`src/rtl/audio_pkg.sv`:
```
// Shared audio front-end definitions: sample/frame geometry and framing FSM states.
// Defining FRAME_OVERLAP_EN adds the HOP state used for 50%-overlapped frames.
package audio_pkg;

  localparam int unsigned DATA_W    = 16;
  localparam int unsigned FRAME_LEN = 20;

  function automatic int unsigned hop_len_of(input int unsigned frame_len);
    return frame_len / 2;
  endfunction

  localparam int unsigned HOP_LEN = hop_len_of(FRAME_LEN);

`ifdef FRAME_OVERLAP_EN
  typedef enum logic [1:0] {StIdle, StFill, StHop} frame_state_e;
`else
  typedef enum logic [0:0] {StIdle, StFill} frame_state_e;
`endif

endpackage

```
`src/rtl/frame_collector.sv`:
```
// Collects accepted audio samples into FRAME_LEN-sample frames, oldest sample at index 0.
// Define FRAME_OVERLAP_EN to emit every FRAME_LEN/2 samples after the first frame.
module frame_collector
  import audio_pkg::frame_state_e;
#(
  parameter int unsigned DATA_W    = audio_pkg::DATA_W,
  parameter int unsigned FRAME_LEN = audio_pkg::FRAME_LEN
) (
  input  logic              clk,
  input  logic              rst,
  input  logic [DATA_W-1:0] sample_in,
  input  logic              sample_valid,
  input  logic              frame_start,
  output logic [DATA_W-1:0] frame_out [0:FRAME_LEN-1],
  output logic              frame_valid,
  output logic [7:0]        frame_idx
);

  localparam int unsigned     CntW     = $clog2(FRAME_LEN + 1);
  localparam logic [CntW-1:0] LastFill = CntW'(FRAME_LEN - 1);
  localparam logic [CntW-1:0] CntOne   = CntW'(1);

  frame_state_e      state_q;
  logic [CntW-1:0]   fill_cnt_q;
  logic [DATA_W-1:0] hist_q [0:FRAME_LEN-1];
  logic              emit;

`ifdef FRAME_OVERLAP_EN
  localparam int unsigned     HopLen  = audio_pkg::hop_len_of(FRAME_LEN);
  localparam int unsigned     HopW    = $clog2(HopLen + 1);
  localparam logic [HopW-1:0] LastHop = HopW'(HopLen - 1);
  localparam logic [HopW-1:0] HopOne  = HopW'(1);
  logic [HopW-1:0] hop_cnt_q;
`endif

  // A restart takes priority: a sample arriving with frame_start begins a new frame.
  always_comb begin
    emit = 1'b0;
    if (sample_valid && !frame_start) begin
      unique case (state_q)
        audio_pkg::StFill: emit = (fill_cnt_q == LastFill);
`ifdef FRAME_OVERLAP_EN
        audio_pkg::StHop:  emit = (hop_cnt_q == LastHop);
`endif
        default:           emit = 1'b0;
      endcase
    end
  end

  always_ff @(posedge clk or posedge rst) begin
    if (rst) begin
      state_q     <= audio_pkg::StIdle;
      fill_cnt_q  <= '0;
`ifdef FRAME_OVERLAP_EN
      hop_cnt_q   <= '0;
`endif
      frame_valid <= 1'b0;
      frame_idx   <= '0;
      for (int unsigned i = 0; i < FRAME_LEN; i++) begin
        hist_q[i]    <= '0;
        frame_out[i] <= '0;
      end
    end else begin
      frame_valid <= emit;
      if (frame_start) begin
        for (int unsigned i = 0; i < FRAME_LEN - 1; i++) hist_q[i] <= '0;
        hist_q[FRAME_LEN-1] <= sample_valid ? sample_in : '0;
        state_q    <= sample_valid ? audio_pkg::StFill : audio_pkg::StIdle;
        fill_cnt_q <= sample_valid ? CntOne : '0;
`ifdef FRAME_OVERLAP_EN
        hop_cnt_q  <= '0;
`endif
      end else if (sample_valid) begin
        for (int unsigned i = 0; i < FRAME_LEN - 1; i++) hist_q[i] <= hist_q[i+1];
        hist_q[FRAME_LEN-1] <= sample_in;
        if (emit) begin
          // Frame includes the sample being accepted on this edge.
          for (int unsigned i = 0; i < FRAME_LEN - 1; i++) frame_out[i] <= hist_q[i+1];
          frame_out[FRAME_LEN-1] <= sample_in;
          frame_idx <= frame_idx + 8'd1;
        end
        unique case (state_q)
          audio_pkg::StIdle: begin
            state_q    <= audio_pkg::StFill;
            fill_cnt_q <= CntOne;
          end
          audio_pkg::StFill: begin
            if (emit) begin
              fill_cnt_q <= '0;
`ifdef FRAME_OVERLAP_EN
              state_q    <= audio_pkg::StHop;
              hop_cnt_q  <= '0;
`else
              state_q    <= audio_pkg::StFill;
`endif
            end else begin
              fill_cnt_q <= fill_cnt_q + CntOne;
            end
          end
`ifdef FRAME_OVERLAP_EN
          audio_pkg::StHop: hop_cnt_q <= emit ? '0 : hop_cnt_q + HopOne;
`endif
          default: state_q <= audio_pkg::StIdle;
        endcase
      end
    end
  end

endmodule

```
`config.mk`:
```
export PLATFORM = sky130hd
export DESIGN_NAME = frame_collector
export DESIGN_NICKNAME = d
export VERILOG_FILES = /design/src/rtl/audio_pkg.sv /design/src/rtl/frame_collector.sv
export SDC_FILE = /design/constraint.sdc
export NUM_CORES = 1
export LEC_CHECK = 0
export CAP_MARGIN = 10
export CORE_ASPECT_RATIO = 1.1
export CORE_MARGIN = 4
export CORE_UTILIZATION = 50
export CTS_CLUSTER_SIZE = 25
export DETAILED_ROUTE_END_ITERATION = 16
export GPL_ROUTABILITY_DRIVEN = 0
export PLACE_DENSITY_LB_ADDON = 0.08
export SYNTH_ARGS = -nofsm -noshare
export SYNTH_HDL_FRONTEND = slang
export SYNTH_SLANG_ARGS = --single-unit
export TNS_END_PERCENT = 20
```
`constraint.sdc`:
```
create_clock -name clk -period 55.1 [get_ports clk]
set_input_delay 8.265 -clock clk [delete_from_list [all_inputs] [get_ports clk]]
set_output_delay 8.265 -clock clk [all_outputs]
set_load 0.01 [all_outputs]
```
# Word level (Yosys, flattened, before mapping)
# Index checks and enable logic that the tools add are counted.
# Widths: inputs -> output; s select.
# totals
elab_cells,65
register_bits,639
output_inout_bits,329
# op_classes
addsub,2
mux,13
n_reduce_logical,4
eq_ne,1
n_bitwise,2
# ops
op,n
$mux 304,2
$mux 16,1
$mux 5,3
$pmux 5 s2,1
$add 8x1->8 const B,1
$mux 1,6
$add 5x1->5 const B,1
$eq 5x5->1 const B,1
$reduce_and 3->1,1
$not 1->1,2
$reduce_bool 2->1,1
$logic_and 1x1->1,1
$logic_not 1->1,1

# Logic depth before layout (Yosys ltp)
# logic_depth
depth_word,7
mapped_depth,6

# Worst setup path after synthesis
# No wires, ideal clock.
# synth_timing
path_type,in2reg
startpoint,input sample_valid
endpoint,register frame_out[10] in the netlist's numbering
setup_time_ps,125
stages,6
t_arrival_ps,9446
setup_slack_ps,45529
t_required_ps,54975
path_buffers,3
cell_sequence,buf_4 -> nand3b_2 -> nor2_8 -> buf_6 -> buf_6 -> mux2_2
# synth_between
elab_chain_len,3
# synth_rtl
item,line_no,text
"start, declared",frame_collector.sv:12,"input logic sample_valid,"
$logic_and 1x1->1,frame_collector.sv:39,if (sample_valid && !frame_start) begin
$mux 1,frame_collector.sv:39,
$reduce_and 3->1 (no source line) (*),--,
"end signal, assigned by index",frame_collector.sv:79,frame_out[FRAME_LEN-1] <= sample_in;
"end, declared",frame_collector.sv:14,"output logic [DATA_W-1:0] frame_out [0:FRAME_LEN-1],"
# Mark *: on every way between the ends. The rest lies on a longest branch, timed or not.
# A chain may end at the register's enable or synchronous reset.

# Final worst setup path
# layout_timing
startpoint,input sample_valid
endpoint,register frame_out[267] in the netlist's numbering
# Same word-level chain as after synthesis.

==> flow_metrics.tcl <==
set metrics [dict create \
    power_density_nw_per_um2 30.7 \
    die_y_um 242 \
    maxCapViolCount 0 \
    drv_slew 0 \
    dieArea_um2 53500 \
    async_flop_share 1.00 \
    crit_chain "buf_8 -> nand3b_2 -> nor2_8 -> buf_4 -> buf_4 -> mux2_2" \
    synth_top_cell_by_area "dfrtp_1" \
    setup_viol 0 \
    cts_buffer_depth 3 \
    syn_to_final_growth_pct 23.4 \
    syn_area_per_cell_um2 14.3 \
    synth_top_family_by_area "multiplexers" \
    synth_common_cells "639 x dfrtp_1, 289 x mux2i_1, 289 x nor2_1, 200 x mux2_1, 121 x mux2_2" \
    postRouteAntennaNets 0 \
    crit_arrival_ns 12.44 \
    dr.pass1.iters 5 \
    ioPinCount 349 \
    worstPathMaxFanout 100 \
    synth_edf_count 0 \
    drc_errors 0 \
    tns_ns 0 \
    layout-drive-gt1-share 0.112 \
    synth_ff_type "dfrtp_1" \
    worstSetupEndpointType "flop" \
    dp_hpwl_um 36400 \
    postCtsSetupBuffers 0 \
    netlist_instances 1738 \
    timing.fmax_mhz 83.4 \
    path_clk_slew_ns 0.06 \
    placement_rows 85 \
    path_buf_inv 3 \
    ys_top_cells_by_area "dfrtp_1 64%, mux2i_1 12%, mux2_1 9.0%, mux2_2 5.5%, nor2_1 4.4%" \
    synth_xor_area_frac 0.00246 \
    clock-sinks 639 \
    netlist_area_um2 24900 \
    synthSimpleGateAreaFrac 0.0564 \
    grt_pass1_vias 15400 \
    ys_types 34 \
    start_util 0.507 \
    grt_start_max_net_pins 184 \
    ys.warnings.count 0 \
    path_delay_family "buffers and inverters" \
    vias 14400 \
    routed_wl_um 56500 \
    synth-compound-area-share 0.00547 \
    cts_max_level 3 \
    synth.most_common_cell "dfrtp_1" \
    cp_slowest_cell "buf_4" \
    outcome "finished clean" \
    power_leakage_uw 0.0155 \
    worstSkewPairLatency_ns 0.58 \
    start_kind "input pin" \
    grtUsageTotal 0.213 \
    antenna_found_initial 0 \
    grt_overflow 0 \
    rsz0062_at_grt "false" \
    nNetsFinal 2084 \
    ys_seq_elements 639 \
    ys_seq_area_frac 0.642 \
    cp_slowest_stage_delay_ns 0.94 \
    path_common_cell "buf_4" \
    cts_hold_buf 0 \
    insertedDiodeCount 0 \
    numCtsBuffers 66 \
    hold_class "flop to flop" \
    vias_per_cell 5.22 \
    worst_pin_slew_ns 1.20 \
    hold_viol 0 \
    synth-adder-area-share 0.00100 \
    fin_crit_ns 11.99 \
    cts_resized 0 \
    root_buffer "clkbuf_16" \
    synth_top_area_frac 0.642 \
    cts_tree "done" \
    dp.cells 2646 \
    skew_ns 0.0210 \
    fin_crit_sh 0.218 \
    slew_headroom 0.200 \
    die_w_um 221 \
    synth_nets 1760 \
    drt_iter0_markers 956 \
    io_buffers 348 \
    wl_per_cell_um 20.5 \
    path_class "input pin to flop" \
    finalNonFillerCells 2759 \
    critPathRequiredTime_ns 55.55 \
    core_area_um2 49100 \
    grt_pass1_wl_um 91300 \
    ir_drop_mv 0.0216 \
    synth_mux_area_frac 0.261 \
]
==> per-layer routing <==
metal / vias to the layer above / global-route usage / share of wire
met5: - / 0 / 0
met4: 0 / 0.0613 / 0.021
met3: 70 / 0.0532 / 0.053
met2: 281 / 0.346 / 0.49
met1: 7472 / 0.287 / 0.44
li1: 6576 / - / -
==> cell type report <==
type	instances	area (um2)
sequential	639	16000
clock buffer	102	2020
tap	652	816
fill	3904	18400
multi-input combinational	989	8140
timing repair buffer	362	3620
inverter	4	22.5
clock inverter	11	139
==> placed cells by master, fill, tap and decap left out, types with 12 or more instances in the layout <==
cell type	n
dfrtp_1	639
clkdlybuf4s50_1	346
mux2i_1	289
nor2_1	289
mux2_1	200
mux2_2	121
clkbuf_16	71
nand2_1	21
clkbuf_1	18
nand2b_1	16
o21ai_0	16
clkbuf_8	13
buf_4	12
==> where the power goes <==
part / internal, uW / switching (uW) / leakage [uW]
clock: 266 / 177 / 0.00106
combinational: 8.15 / 20.5 / 0.00556
sequential: 472 / 2.06 / 0.00889
==> registers in the layout, indices dropped and copies added, names as in the netlist <==
register / cells
frame_out: 320
hist_q: 304
frame_idx: 8
fill_cnt_q: 5
frame_valid: 1
state_q: 1
==> logic make-up after synthesis <==
logic type / after synthesis
AO/OA/AOI/OAI: 24
XOR/XNOR: 7
adder cells (fa/ha/maj): 2
buffers and inverters: 110
flip-flops: 639
multiplexers: 610
AND/OR/NAND/NOR: 346
==> through the flow <==
step	total power (uW)	setup WS, ns	area [um2]	hold WS (ns)	utilization
after floorplan	504	28.93	24900	0.479	-
after global routing	981	42.78	30700	0.501	0.626
final	946	43.11	30700	0.472	0.626
after global placement	511	42.50	28600	0.465	0.582
after detailed placement	512	42.43	28600	0.466	0.582
after CTS	959	43.04	30700	0.474	0.626
==> path summary, 6_finish.rpt <==
check / from / endpoint / slack (ns) / cells after the start
worst max-delay path: sample_valid / frame_out[267]$_DFFE_PP0P_ / 43.11 / 6
worst min-delay path: frame_idx[7]$_DFFE_PP0P_ / frame_idx[7]$_DFFE_PP0P_ / 0.47 / 1
worst max register to register: fill_cnt_q[3]$_DFFE_PP0P_ / frame_out[267]$_DFFE_PP0P_ / 50.90 / 5
worst min register to register: frame_idx[7]$_DFFE_PP0P_ / frame_idx[7]$_DFFE_PP0P_ / 0.47 / 1
max in group asynchronous: rst / hist_q[191]$_DFFE_PP0P_ / 44.37 / 4
min in group asynchronous: rst / frame_out[237]$_DFFE_PP0P_ / 8.36 / 2
(Power assumes the default switching activity.)
